--- src/rtl/seq_detect_prog.sv ---
// Runtime-programmable serial pattern detector: compares the newest len received bits
// against a loaded pattern, with Mealy and registered match outputs and a saturating match count.
module seq_detect_prog #(
    parameter int                 MAX_LEN     = 8,
    parameter int                 CNT_W       = 8,
    parameter logic [MAX_LEN-1:0] RST_PATTERN = MAX_LEN'(8'b0000_1101),
    parameter int                 RST_LEN     = 4,
    parameter bit                 RST_OVERLAP = 1'b1,
    localparam int                LEN_W       = $clog2(MAX_LEN + 1)
) (
    input  logic               clk,
    input  logic               rst,
    input  logic               din,
    input  logic               din_valid,
    input  logic               cfg_load,
    input  logic [MAX_LEN-1:0] cfg_pattern,
    input  logic [LEN_W-1:0]   cfg_len,
    input  logic               cfg_overlap,
    output logic               y,
    output logic               y_q,
    output logic [CNT_W-1:0]   match_count,
    output logic               cfg_err
);

    logic [MAX_LEN-1:0] pattern;
    logic [LEN_W-1:0]   len;
    logic               overlap;
    // The oldest history bit can never reach a MAX_LEN-bit compare, so it is not stored.
    logic [MAX_LEN-2:0] hist;
    logic [LEN_W-1:0]   fill;

    logic [MAX_LEN-1:0] window;
    logic               bits_eq;
    logic               fill_ok;
    logic               cfg_len_bad;

    assign window = {hist, din};

    always_comb begin
        // NOTE: default before the loop so every path assigns bits_eq (no latch).
        bits_eq = 1'b1;
        for (int i = 0; i < MAX_LEN; i++) begin
            if (i < int'(len) && window[i] != pattern[i]) begin
                bits_eq = 1'b0;
            end
        end
    end

    assign fill_ok     = (int'(fill) + 1) >= int'(len);
    assign y           = din_valid & ~cfg_load & ~rst & ~cfg_err & fill_ok & bits_eq;
    assign cfg_len_bad = (cfg_len == '0) || (int'(cfg_len) > MAX_LEN);

    // NOTE: all state below uses non-blocking assignments so every register samples pre-edge values.
    always_ff @(posedge clk) begin
        if (rst) begin
            pattern     <= RST_PATTERN;
            len         <= LEN_W'(RST_LEN);
            overlap     <= RST_OVERLAP;
            hist        <= '0;
            fill        <= '0;
            match_count <= '0;
            cfg_err     <= 1'b0;
        end else if (cfg_load) begin
            pattern     <= cfg_pattern;
            len         <= cfg_len;
            overlap     <= cfg_overlap;
            hist        <= '0;
            fill        <= '0;
            match_count <= '0;
            cfg_err     <= cfg_len_bad;
        end else if (din_valid) begin
            hist <= window[MAX_LEN-2:0];
            if (y && !overlap) begin
                fill <= '0;
            end else if (fill != LEN_W'(MAX_LEN)) begin
                fill <= fill + LEN_W'(1);
            end
            if (y && match_count != '1) begin
                match_count <= match_count + CNT_W'(1);
            end
        end
    end

    always_ff @(posedge clk) begin
        if (rst) begin
            y_q <= 1'b0;
        end else begin
            y_q <= y;
        end
    end

endmodule

--- config.mk ---
export PLATFORM = sky130hd
export DESIGN_NAME = seq_detect_prog
export DESIGN_NICKNAME = d
export VERILOG_FILES = /design/src/rtl/seq_detect_prog.sv
export SDC_FILE = /design/constraint.sdc
export NUM_CORES = 1
export LEC_CHECK = 0
export CAP_MARGIN = 20
export CORE_MARGIN = 2
export CORE_UTILIZATION = 52
export DETAILED_ROUTE_END_ITERATION = 12
export GPL_ROUTABILITY_DRIVEN = 0
export PLACE_DENSITY = 0.88
export SLEW_MARGIN = 25
export SYNTH_ARGS = -nofsm -noshare
export SYNTH_HDL_FRONTEND = slang
export SYNTH_SLANG_ARGS = --single-unit
--- constraint.sdc ---
create_clock -name clk -period 3.22 [get_ports clk]
set_clock_uncertainty 0.2 [all_clocks]
set_input_delay 0.805 -clock clk [delete_from_list [all_inputs] [get_ports clk]]
set_output_delay 0.805 -clock clk [all_outputs]
set_load 0.005 [all_outputs]
==> flow_summary.toml, run 1 <==
[run_status]
status = "finished, final reports clean"

[setup_path]
r2r_setup_slack_ps = 680
criticalPathCategory = "primary input to primary output"
critPathArrivalTime_ps = 2110
start_kind = "primary input"
r2r_start = "fill[0]$_SDFFE_PP0P_"
crit_start = "din"
cp.required_ps = 2210
cp_max_fo = 2
end_kind = "primary output"

[pwr]
powerDensity_mw_per_mm2 = 397
ir_drop_uv = 283
switching_power_uw = 214
switching_share = 0.245
combPwrFrac = 0.139
total_power_uw = 874
clkPwrFrac = 0.354
p_int_uw = 660
p_seq_frac = 0.508
leakage_uw = 0.000957

[place]
io_buffer_count = 28
pre_cts_ws_ps = -597
placed_area_mm2 = 0.00209
place_hpwl_mm = 2.67

[clock_tree]
holdBufCountCts = 0
numCtsBuffers = 5
cts.sinks = 34
clock-root-buffer = "clkbuf_4"
cts.clk_slew.worst_paths_ps = 100
clk_latency_ps = 340
htree_levels = 2
cts.path.max_buffers = 2
cts_tree = "built"

[synth]
netlist_area_mm2 = 0.00171
ys_seq_area_frac = 0.398
ys_warn_count = 0
netlist_top_cells_count = "dfxtp_1, nor2_1, mux2i_1"
yosys.cell_types.count = 39
synth_edf_count = 0
avgSynthCellArea_um2 = 9.06
ys_ff_latch = 34
yosysTopAreaCell = "dfxtp_1"
synth_area_leaders = "dfxtp_1, mux2i_1, nor2_1"
synth_top_area_frac = 0.398
ys_async_sr_fraction = 0
dominantRegCellSynth = "dfxtp_1"
synth_cells = 189
synth_fp_nets = 214
synth.most_common_cell = "dfxtp_1"

[route]
avgViaCountPerCell = 5.38
drt_iter0_markers = 59
dr.pass1.iters = 4
totalWireLength_mm = 3.74
wl_per_cell_um = 13.6
ant_nets = 0
via_count = 1473
route.detailed.drc = 0

[sta]
final_max_slew_viol_count = 0
hold_viol = 0
setup_violations = 0
finalCritPeriodShare = 0.969
min_period_ps = 3120
max_clock_freq_mhz = 321
slew_headroom = 0.664
timing.final.ws_setup_ps = 101
worstMarginPinSlew_ps = 500
rsz0062_at_grt = "no"
holdWs_ps = 307

[floorplan]
fp.dieW_um = 61.4
placeableCoreArea_mm2 = 0.00310
initial_core_util = 0.552
rows = 20
die_h_um = 61.4
io_pins = 29
die_area_mm2 = 0.00377

[grt]
grt_use_total = 0.233
grt_pass1_wl_mm = 6.24
grt_max_degree = 20
antenna_found_initial = 0
gr-total-overflow = 0
grt_pass1_vias = 1339

[final_layout]
regArea_um2 = 682
antenna_cells = 0
area_growth_pct = 28.7
fin_nets = 254
postLayoutCoreUtil = 0.710
drive_gt1_frac = 0.126
multi_input_area_um2 = 992
fill_cells = 244
final_area_mm2 = 0.00220

[min_path]
worstHoldStart = "overlap$_SDFFE_PP1P_"
hold_path.class = "register to register"

[run]
drv_cap = 0
[area by class of cell]
cell class / count / area share
clock inverter: 1 / 0.0136
sequential: 34 / 0.309
clock buffer: 7 / 0.0204
timing repair buffer: 40 / 0.164
tap: 44 / 0.0250
inverter: 10 / 0.0170
multi-input combinational: 138 / 0.450
[power groups by stage]
stage	sequential [uW]	clock, uW	combinational [uW]
floorplan	451	0	63.8
global placement	454	0	110
detailed placement	454	0	113
CTS	444	313	119
global route	446	338	131
finish	444	309	121
[cell families (layout without fill, tap and decap cells)]
group           after synthesis  count (layout)  share of synthesized area
simple gates                 69              69                      0.195
flops                        34              34                      0.398
compound gates               26              26                      0.120
mux                          19              19                      0.111
xor+xnor                     17              17                     0.0870
buf+inv                      17              58                     0.0380
fa+ha+maj                     7               7                     0.0512
[cells in the final DEF, fill, tap and decap left out, drive strengths merged, types with 2 or more instances in the layout]
cell	instances
o211ai	2
a21oi	3
clkdlybuf4s50	24
clkbuf	7
xor2	10
dlygate4sd2	3
or3	2
nand3	7
dfxtp	34
inv	10
nand4	2
nor2	31
and3	2
mux2i	19
o21ai	6
a21o	2
xnor2	7
nor4	3
nand2	12
nor3	3
a31oi	2
a211oi	3
or2	2
buf	13
ha	7
[metrics by stage]
stage / cells / setup TNS, ps
floorplan: 189 / 0
global placement: 264 / -508
detailed placement: 264 / -597
CTS: 274 / 0
global route: 274 / 0
finish: 274 / 0
[metal layers]
metal	global-route usage	vias up	share of wire
li1	-	737	-
met1	0.296	684	0.46
met2	0.356	45	0.47
met3	0.0840	7	0.052
met4	0.103	0	0.022
met5	0	-	0
[worst max-delay path, cell delays in order]
cell	delay, ps
dlygate4sd2_1	260
xor2_1	220
nor2_1	100
a32o_2	280
nor3b_4	150
and3_1	180
buf_2	120
[flip-flops by register name (all words and copies together) (netlist names)]
| signal | count |
|---|---|
| len | 4 |
| hist | 7 |
| match_count | 8 |
| cfg_err | 1 |
| y_q | 1 |
| overlap | 1 |
| pattern | 8 |
| fill | 4 |
[final timing paths]
check	endpoint	cells past startpoint
worst max-delay path	y	7
worst max register to register	match_count[5]$_SDFFE_PP0P_	10
worst min-delay path	overlap$_SDFFE_PP1P_	2
worst min register to register	overlap$_SDFFE_PP1P_	2
[repair_timing]
| action | CTS | global route |
|---|---|---|
| endpoints found under the hold margin | 0 | 0 |
| endpoints found under the setup margin | 1 | 1 |
| cloned | 0 | 0 |
| setup buffers | 2 | 0 |
| gates resized for setup | 15 | 1 |
| pin swaps | 5 | 0 |
No activity file was read; power rests on OpenSTA's default activity.
==> run 2, diff against run 1 <==
Settings changed: CORE_UTILIZATION 52 to 54, CTS_BUF_LIST set to sky130_fd_sc_hd__clkbuf_8, PLACE_DENSITY 0.88 to 0.91.
==> flow_summary.toml, run 2 (synthesized netlist as in run 1, its figures left out) <==
[pwr]
powerDensity_mw_per_mm2 = 425
ir_drop_uv = 397
leakage_uw = 0.000994
total_power_uw = 971

[place]
place_hpwl_mm = 2.58
placed_area_mm2 = 0.00210
io_buffer_count = 28

[run]
drv_cap = 0

[route]
route.detailed.drc = 0
topRoutingLayerUsed = "met4"
wl_met1_mm = 1.69
route.met2.wl_mm = 1.84
via_count = 1506
totalWireLength_mm = 3.86
drt_iter0_markers = 71
avgViaCountPerCell = 5.46
ant_nets = 0
route.met3.wl_um = 217
wl_per_cell_um = 14.0
dr.pass1.iters = 4

[clock_tree]
clock-root-buffer = "clkbuf_8"
numCtsBuffers = 5
cts_tree = "built"
holdBufCountCts = 0
htree_levels = 2
cts.sinks = 34
cts.path.max_buffers = 2
clk_latency_ps = 290
cts.clk_slew.worst_paths_ps = 70

[floorplan]
die_h_um = 60.3
placeableCoreArea_mm2 = 0.00303
initial_core_util = 0.565
die_area_mm2 = 0.00364
rows = 20
io_pins = 29
fp.dieW_um = 60.3

[final_layout]
drive_gt1_frac = 0.168
final_cell_mix = "dfxtp_1, nor2_1, clkdlybuf4s50_1"
area_growth_pct = 33.4
antenna_cells = 0
top_regs = "match_count x8, pattern x8, hist x7"
layout_commonest_cell = "dfxtp_1"
fin_nets = 257
final_area_mm2 = 0.00228
postLayoutCoreUtil = 0.754

[sta]
holdWs_ps = 307
setup_violations = 0
slew_headroom = 0.664
rsz0062_at_grt = "no"
setup_tns_ps = 0
hold_viol = 0
final_max_slew_viol_count = 0
min_period_ps = 3150
finalCritPeriodShare = 0.977
worstMarginPinSlew_ps = 500
max_clock_freq_mhz = 318

[grt]
grt_max_degree = 20
grt_use_total = 0.247
grt_pass1_vias = 1354
gr-total-overflow = 0
grt_pass1_wl_mm = 6.44
antenna_found_initial = 0

[setup_path]
start_kind = "primary input"
max_stage_delay_ps = 270
cp.required_ps = 2210
criticalPathCategory = "primary input to primary output"
crit_chain = "dlygate4sd2_1 -> or2_4 -> a2111oi_4 -> nor2b_4 -> and3_4 -> clkdlybuf4s15_2"
end_kind = "primary output"
critPathArrivalTime_ps = 2140
cp_max_fo = 2
crit_slowest_cell = "or2_4"

[min_path]
hold_path.class = "register to register"

[run_status]
status = "finished, final reports clean"
run 2: changes by cell type in the layout (fill, tap and decap cells not counted), sizes merged:
cell	change
clkdlybuf4s50	-1
dlymetal6s2s	+1
clkdlybuf4s15	+1
buf	+2
dlygate4sd2	-1
run 2: power breakdown:
part           internal (uW)  total (uW)  switching (uW)  leakage (uW)
registers                433         445            12.3      0.000278
clock network            247         402             154     0.0000573
logic                   65.0         124            58.9      0.000659
total                    746         971             225      0.000994
run 2: worst max-delay path: cells and delay by family:
kind,cells,cell delay [ps]
AO/OA/AOI/OAI,1,230
buffers and inverters,2,440
AND/OR/NAND/NOR,3,660
run 2: routing by layer:
layer,track usage,up-vias
li1,-,739
met1,0.313,709
met2,0.368,49
met3,0.0866,9
met4,0.130,0
met5,0,-
run 2: timing repair:
action | 4_1_cts | 5_1_grt
setup endpoints to repair | 1 | 1
buffers inserted | 4 | 0
pin swaps | 5 | 5
endpoints found under the hold margin | 0 | 0
resized for setup | 14 | 10
run 2: stage by stage:
step,cells,worst slack (ps)
finish,276,73.3
detailed placement,265,-610
global route,276,1.69
floorplan,189,368
global placement,265,-524
CTS,276,1.61
run 2: final timing paths:
check | start | endpoint | slack [ps] | depth (start not counted)
worst min register to register | match_count[1]$_SDFFE_PP0P_ | match_count[1]$_SDFFE_PP0P_ | 310 | 2
worst max-delay path | rst | y | 70 | 6
worst min-delay path | match_count[1]$_SDFFE_PP0P_ | match_count[1]$_SDFFE_PP0P_ | 310 | 2
worst max register to register | fill[0]$_SDFFE_PP0P_ | match_count[5]$_SDFFE_PP0P_ | 680 | 10
run 2: final cells by class:
| type | count | area, um^2 |
|---|---|---|
| timing repair buffer | 43 | 389 |
| clock buffer | 6 | 82.6 |
| fill | 209 | 744 |
| sequential | 34 | 683 |
| tap | 44 | 55.1 |
| multi-input combinational | 138 | 1010 |
| inverter | 10 | 37.5 |
| clock inverter | 1 | 30.0 |
